[src/rtl/biriscv_mul_wb_tracker_pkg.sv]
// -----------------------------------------------------------------------------
// biriscv_mul_wb_tracker_pkg
// Shared definitions for the multiply writeback tracker:
//   REG_IDX_W         - width of a register index (rd)
//   PC_W              - width of an instruction PC
//   mul_stage_t       - one pipeline stage record {valid, rd, pc}
//   mult_stages_legal - legal-value check for the MULT_STAGES parameter
// -----------------------------------------------------------------------------
package biriscv_mul_wb_tracker_pkg;

    localparam int REG_IDX_W = 5;
    localparam int PC_W      = 32;

    typedef struct packed {
        logic                 valid;
        logic [REG_IDX_W-1:0] rd;
        logic [PC_W-1:0]      pc;
    } mul_stage_t;

    // The tracker must mirror the multiplier exactly; only 2 or 3 stages exist.
    function automatic logic mult_stages_legal(input int stages);
        return (stages == 2) || (stages == 3);
    endfunction

endpackage

[src/rtl/biriscv_mul_wb_tracker_stage_reg.sv]
// -----------------------------------------------------------------------------
// biriscv_mul_stage_reg
// One {valid, rd, pc} pipeline flop of the multiply tracker.
// Ports:
//   clk_i      in  clock
//   rst_i      in  synchronous active-low reset (clears all fields)
//   en_i       in  advance enable (low while the pipeline is held)
//   clr_i      in  clear valid when not advancing (squash during hold)
//   d_valid_i / d_rd_i / d_pc_i   in   next-stage record
//   q_valid_o / q_rd_o / q_pc_o   out  registered record
// -----------------------------------------------------------------------------
module biriscv_mul_stage_reg
    import biriscv_mul_wb_tracker_pkg::*;
(
    input  logic                 clk_i,
    input  logic                 rst_i,
    input  logic                 en_i,
    input  logic                 clr_i,
    input  logic                 d_valid_i,
    input  logic [REG_IDX_W-1:0] d_rd_i,
    input  logic [PC_W-1:0]      d_pc_i,
    output logic                 q_valid_o,
    output logic [REG_IDX_W-1:0] q_rd_o,
    output logic [PC_W-1:0]      q_pc_o
);

    logic                 r_valid;
    logic [REG_IDX_W-1:0] r_rd;
    logic [PC_W-1:0]      r_pc;

    // Advancing takes priority over clear: the caller folds any squash into
    // d_valid_i when the stage advances, so clr_i only matters while held.
    always_ff @(posedge clk_i) begin
        if (!rst_i) begin
            r_valid <= 1'b0;
            r_rd    <= '0;
            r_pc    <= '0;
        end else if (en_i) begin
            r_valid <= d_valid_i;
            r_rd    <= d_rd_i;
            r_pc    <= d_pc_i;
        end else if (clr_i) begin
            r_valid <= 1'b0;
        end
    end

    assign q_valid_o = r_valid;
    assign q_rd_o    = r_rd;
    assign q_pc_o    = r_pc;

endmodule

[src/rtl/biriscv_mul_wb_tracker.sv]
// -----------------------------------------------------------------------------
// biriscv_mul_wb_tracker
// Shadows the fixed-latency multiplier with a {valid, rd, pc} shift register so
// the multiplier's raw result leaves as a qualified writeback request.
// Ports:
//   clk_i, rst_i (sync, active-low)
//   opcode_valid_i, opcode_is_mul_i, opcode_rd_idx_i, opcode_pc_i  issue side
//   hold_i        pipeline hold shared with the multiplier
//   squash_e1_i   kills the entry sitting in E1
//   mul_result_i  multiplier result, passed through on writeback
//   wb_valid_o, wb_rd_idx_o, wb_pc_o, wb_value_o  writeback request
//   pending_mask_o  one bit per in-flight rd (bit 0 always 0)
//   mul_retired_o   count of multiplies leaving the last stage
// -----------------------------------------------------------------------------
module biriscv_mul_wb_tracker
    import biriscv_mul_wb_tracker_pkg::*;
#(
    parameter int MULT_STAGES = 2
)(
    input  logic                 clk_i,
    input  logic                 rst_i,
    input  logic                 opcode_valid_i,
    input  logic                 opcode_is_mul_i,
    input  logic [REG_IDX_W-1:0] opcode_rd_idx_i,
    input  logic [PC_W-1:0]      opcode_pc_i,
    input  logic                 hold_i,
    input  logic                 squash_e1_i,
    input  logic [31:0]          mul_result_i,
    output logic                 wb_valid_o,
    output logic [REG_IDX_W-1:0] wb_rd_idx_o,
    output logic [PC_W-1:0]      wb_pc_o,
    output logic [31:0]          wb_value_o,
    output logic [31:0]          pending_mask_o,
    output logic [31:0]          mul_retired_o
);

    generate
        if (!mult_stages_legal(MULT_STAGES)) begin : g_bad_stages
            $error("biriscv_mul_wb_tracker: MULT_STAGES must be 2 or 3");
        end
    endgenerate

    localparam int LAST = MULT_STAGES - 1;

    logic                 w_accept;
    logic                 w_valid [MULT_STAGES];
    logic [REG_IDX_W-1:0] w_rd    [MULT_STAGES];
    logic [PC_W-1:0]      w_pc    [MULT_STAGES];
    logic                 w_last_valid;
    logic [31:0]          w_pending;
    logic [31:0]          r_retired;

    assign w_accept = opcode_valid_i && opcode_is_mul_i && !hold_i;

    genvar gi;
    generate
        for (gi = 0; gi < MULT_STAGES; gi++) begin : g_stage
            logic                 w_d_valid;
            logic [REG_IDX_W-1:0] w_d_rd;
            logic [PC_W-1:0]      w_d_pc;
            logic                 w_clr;

            if (gi == 0) begin : g_e1
                // A non-accepted slot loads a bubble with zeroed fields; an
                // accept overrides a simultaneous squash (flush + refetch).
                assign w_d_valid = w_accept;
                assign w_d_rd    = w_accept ? opcode_rd_idx_i : '0;
                assign w_d_pc    = w_accept ? opcode_pc_i : '0;
                assign w_clr     = squash_e1_i;
            end else if (gi == 1) begin : g_e2
                // An E1 entry squashed this edge must not be promoted.
                assign w_d_valid = w_valid[gi-1] && !squash_e1_i;
                assign w_d_rd    = w_rd[gi-1];
                assign w_d_pc    = w_pc[gi-1];
                assign w_clr     = 1'b0;
            end else begin : g_en
                assign w_d_valid = w_valid[gi-1];
                assign w_d_rd    = w_rd[gi-1];
                assign w_d_pc    = w_pc[gi-1];
                assign w_clr     = 1'b0;
            end

            biriscv_mul_stage_reg u_stage (
                .clk_i     (clk_i),
                .rst_i     (rst_i),
                .en_i      (!hold_i),
                .clr_i     (w_clr),
                .d_valid_i (w_d_valid),
                .d_rd_i    (w_d_rd),
                .d_pc_i    (w_d_pc),
                .q_valid_o (w_valid[gi]),
                .q_rd_o    (w_rd[gi]),
                .q_pc_o    (w_pc[gi])
            );
        end
    endgenerate

    assign w_last_valid = w_valid[LAST];

    // Scoreboard is built purely from stage registers, so issue-side inputs
    // never reach pending_mask_o combinationally.
    always_comb begin
        w_pending = '0;
        for (int i = 0; i < MULT_STAGES; i++) begin
            if (w_valid[i] && (w_rd[i] != '0)) begin
                w_pending[w_rd[i]] = 1'b1;
            end
        end
    end

    // rd=x0 multiplies still retire, so the count uses valid alone.
    always_ff @(posedge clk_i) begin
        if (!rst_i) begin
            r_retired <= '0;
        end else if (w_last_valid && !hold_i) begin
            r_retired <= r_retired + 32'd1;
        end
    end

    assign wb_valid_o     = w_last_valid && (w_rd[LAST] != '0);
    assign wb_rd_idx_o    = w_rd[LAST];
    assign wb_pc_o        = w_pc[LAST];
    assign wb_value_o     = wb_valid_o ? mul_result_i : 32'd0;
    assign pending_mask_o = w_pending;
    assign mul_retired_o  = r_retired;

endmodule

[config.mk]
export PLATFORM = sky130hd
export DESIGN_NAME = biriscv_mul_wb_tracker
export DESIGN_NICKNAME = d
export VERILOG_FILES = /design/src/rtl/biriscv_mul_wb_tracker_pkg.sv /design/src/rtl/biriscv_mul_wb_tracker_stage_reg.sv /design/src/rtl/biriscv_mul_wb_tracker.sv
export SDC_FILE = /design/constraint.sdc
export NUM_CORES = 1
export LEC_CHECK = 0
export BUFFER_PORTS_ARGS = -buffer_cell sky130_fd_sc_hd__buf_2
export CELL_PAD_IN_SITES_DETAIL_PLACEMENT = 0
export CELL_PAD_IN_SITES_GLOBAL_PLACEMENT = 1
export CORE_ASPECT_RATIO = 1.4
export CORE_MARGIN = 8
export CORE_UTILIZATION = 30
export DETAILED_ROUTE_END_ITERATION = 16
export PLACE_DENSITY = 0.71
export SKIP_LAST_GASP = 1
export SYNTH_ARGS = -nofsm -noshare
export SYNTH_HDL_FRONTEND = slang
export SYNTH_SLANG_ARGS = --single-unit
[constraint.sdc]
create_clock -name clk_i -period 3 [get_ports clk_i]
set_input_delay 0.6 -clock clk_i [delete_from_list [all_inputs] [get_ports clk_i]]
set_output_delay 0.6 -clock clk_i [all_outputs]
set_load 0.02 [all_outputs]
==> reports/results.ini <==
[outcome]
status = finished, final reports clean

[floorplan]
die_x_um = 122
num_rows = 54
start_util_pct = 30.4
coreArea_um2 = 15500
die-area_um2 = 20000
io_pins = 209
die_h_um = 164

[yosys]
yosysWarnings = 0
synthesis.area_um2 = 4700
yosysSeqAreaShare_pct = 46.0
synthArstFlopShare_pct = 0
synth_seq_cells = 108
synth_top_area_share_pct = 46.0
synthCells = 536
synth_commonest_cells = dfxtp_1, nor2_1, mux2i_1, a22oi_1, clkbuf_1
syn_nets = 612
synth_top_area_cell = dfxtp_1
synthFlopType = dfxtp_1
synth.distinct_cells = 38
synthMostInstantiatedCell = dfxtp_1
synth_edf_count = 0
yosys-top-cells-area = dfxtp_1, mux2i_1, nor2_1, a22oi_1, and2_1
avgSynthCellArea_um2 = 8.77

[global_routing]
gr-usage-all-layers_pct = 14.2
grt_pass1_wl_mm = 22.7
grt_antenna_before_repair = 3
grt_pass1_vias = 4339
grt-ovfl-total = 0
grt_max_degree = 79

[setup_path]
critical_path_required_ps = 2400
timing.rr.start = mul_retired_o[1]
worstPathMaxFanout = 33
crit_path_end_kind = output port
reg2reg_slack_ps = 610
r2r_end = mul_retired_o[26]
cp-startpoint = g_stage[1].u_stage.q_rd_o[1]
r2r_cells = 5
cp.arrival_ps = 2210
crit_type = flip-flop to output port
critPathLaunchType = flip-flop

[placed_design]
gp_congestion = 0.801
dpl.cell_count = 902
hpwl_mm = 11.1
numPortBuffers = 207
pre_cts_ws_ps = 397

[clocking]
clockBufferDepth = 2
cts-buffers-inserted = 9
cts_tree = done
cts.repair.resized = 0
postCtsSetupBuffers = 0
clockRootBuffer = clkbuf_16
clk_pin_slew_ps = 70
h-tree-depth = 3
clock_latency_ps = 350
holdBufCountCts = 0
clock-sinks = 108

[power_and_ir_drop]
p_per_area_nw_per_um2 = 446
p_leak_nw = 2.79
vdd_drop_max_uv = 236

[drt]
dr_total_vias = 4561
wl_per_cell_um = 16.1
postRouteAntennaNets = 0
routed_wl_mm = 14.8
vias_per_cell = 4.97
dr.pass1.iters = 5
drtIter0Drc = 231
drc_errors = 0

[finish]
postLayoutCoreUtil_pct = 39.6
stdcell_count = 918
final_nets = 793
area_delta_synth_final_pct = 30.2
post_route_cells_drive_above_1_share_pct = 32.5

[sta]
hold_violations = 0
min_period_ps = 2810
worstMarginPinSlew_ps = 1030
fmax_ghz = 0.355
min_period_over_period_pct = 93.8
layout_setup_ws_ps = 186
finalSetupTns_ps = 0
hold_ws_ps = 485
rsz0062_at_grt = false
fin_skew_ps = 4.23
slew_violations = 0
setup_viol = 0
relSlewSlack_pct = 31.7

[min_path]
min_path_type = primary input to flip-flop
min_to = g_stage[0].u_stage.q_rd_o[2]
holdPathStages = 3
min-delay-start = opcode_rd_idx_i[2]

[job]
drv_cap = 0

## state kept, by name, indices dropped and copies added, names as in the netlist
signal / cells
g_stage.u_stage.q_valid_o: 2
g_stage.u_stage.q_pc_o: 64
mul_retired_o: 32
g_stage.u_stage.q_rd_o: 10
## cells by family after synthesis
| family | Yosys count | synth area share, % |
|---|---|---|
| AOI/OAI and AO/OA | 111 | 15.3 |
| xor gates and xnor gates | 10 | 1.86 |
| adders and majority gates | 1 | 0.266 |
| buffers and inverters | 51 | 4.55 |
| DFF | 108 | 46.0 |
| muxes | 39 | 8.30 |
| other | 1 | 0.0797 |
| and+or+nand+nor | 215 | 23.7 |
## final cells by class
cell class	instances	area (um2)
Antenna cell	1	2.50
Clock buffer	13	260
Clock inverter	2	10.0
Fill cell	1589	9350
Inverter	9	35.0
Multi-Input combinational cell	377	2330
Sequential cell	108	2160
Tap cell	196	245
Timing Repair Buffer	212	1080
## worst max-delay path: stages, from the launching register on
cell,delay [ps]
dfxtp_1,370
or2_2,380
o41a_1,640
and2_1,310
buf_2,160
## where the power goes
group / internal, mW / total (mW) / leakage (nW) / switching, mW
Clock: 0.602 / 1.10 / 0.135 / 0.497
Sequential: 1.45 / 1.47 / 0.872 / 0.0134
Combinational: 0.0740 / 0.169 / 1.78 / 0.0948
## worst max path at each step
| stage | end | depth (start not counted) |
|---|---|---|
| after CTS | wb_value_o[15] | 4 |
| after global placement | mul_retired_o[22] | 5 |
| final | wb_value_o[7] | 4 |
| after detailed placement | mul_retired_o[22] | 5 |
| after floorplan | wb_value_o[22] | 5 |
| after global routing | wb_value_o[18] | 4 |
## cells in the final DEF, fill, tap and decap left out, types with 3 or more instances in the layout
cell type    n
buf_2      206
clkbuf_16    9
mux2i_1     39
nor2b_1      4
o22ai_1     31
buf_4        6
and2_1      33
o21ai_0     10
nor2_1      89
or4_1       13
a22oi_1     37
nand3_1     13
a21oi_1     21
or3_1       11
nand3b_1     5
xnor2_1      8
nand2_1     16
dfxtp_1    108
nand2b_1     3
or3b_2       3
o31ai_1     10
nor3_1       4
nand4_1     10
nor4_1       3
clkinv_2     3
inv_1        8
## layer usage
metal | share of wire (%) | GRT usage, % | vias to the layer above
met3 | 6.5 | 4.13 | 33
met1 | 40 | 16.4 | 2114
met5 | 0.14 | 0 | -
met4 | 2.6 | 7.32 | 4
met2 | 50 | 23.4 | 137
li1 | - | - | 2273
## stage by stage
step	total power, mW	instance area [um2]
after floorplan	1.59	4700
after global placement	1.67	5850
after detailed placement	1.67	5850
after CTS	2.78	6120
after global routing	2.85	6130
final	2.73	6130
Power figures use the tool's default switching activity.
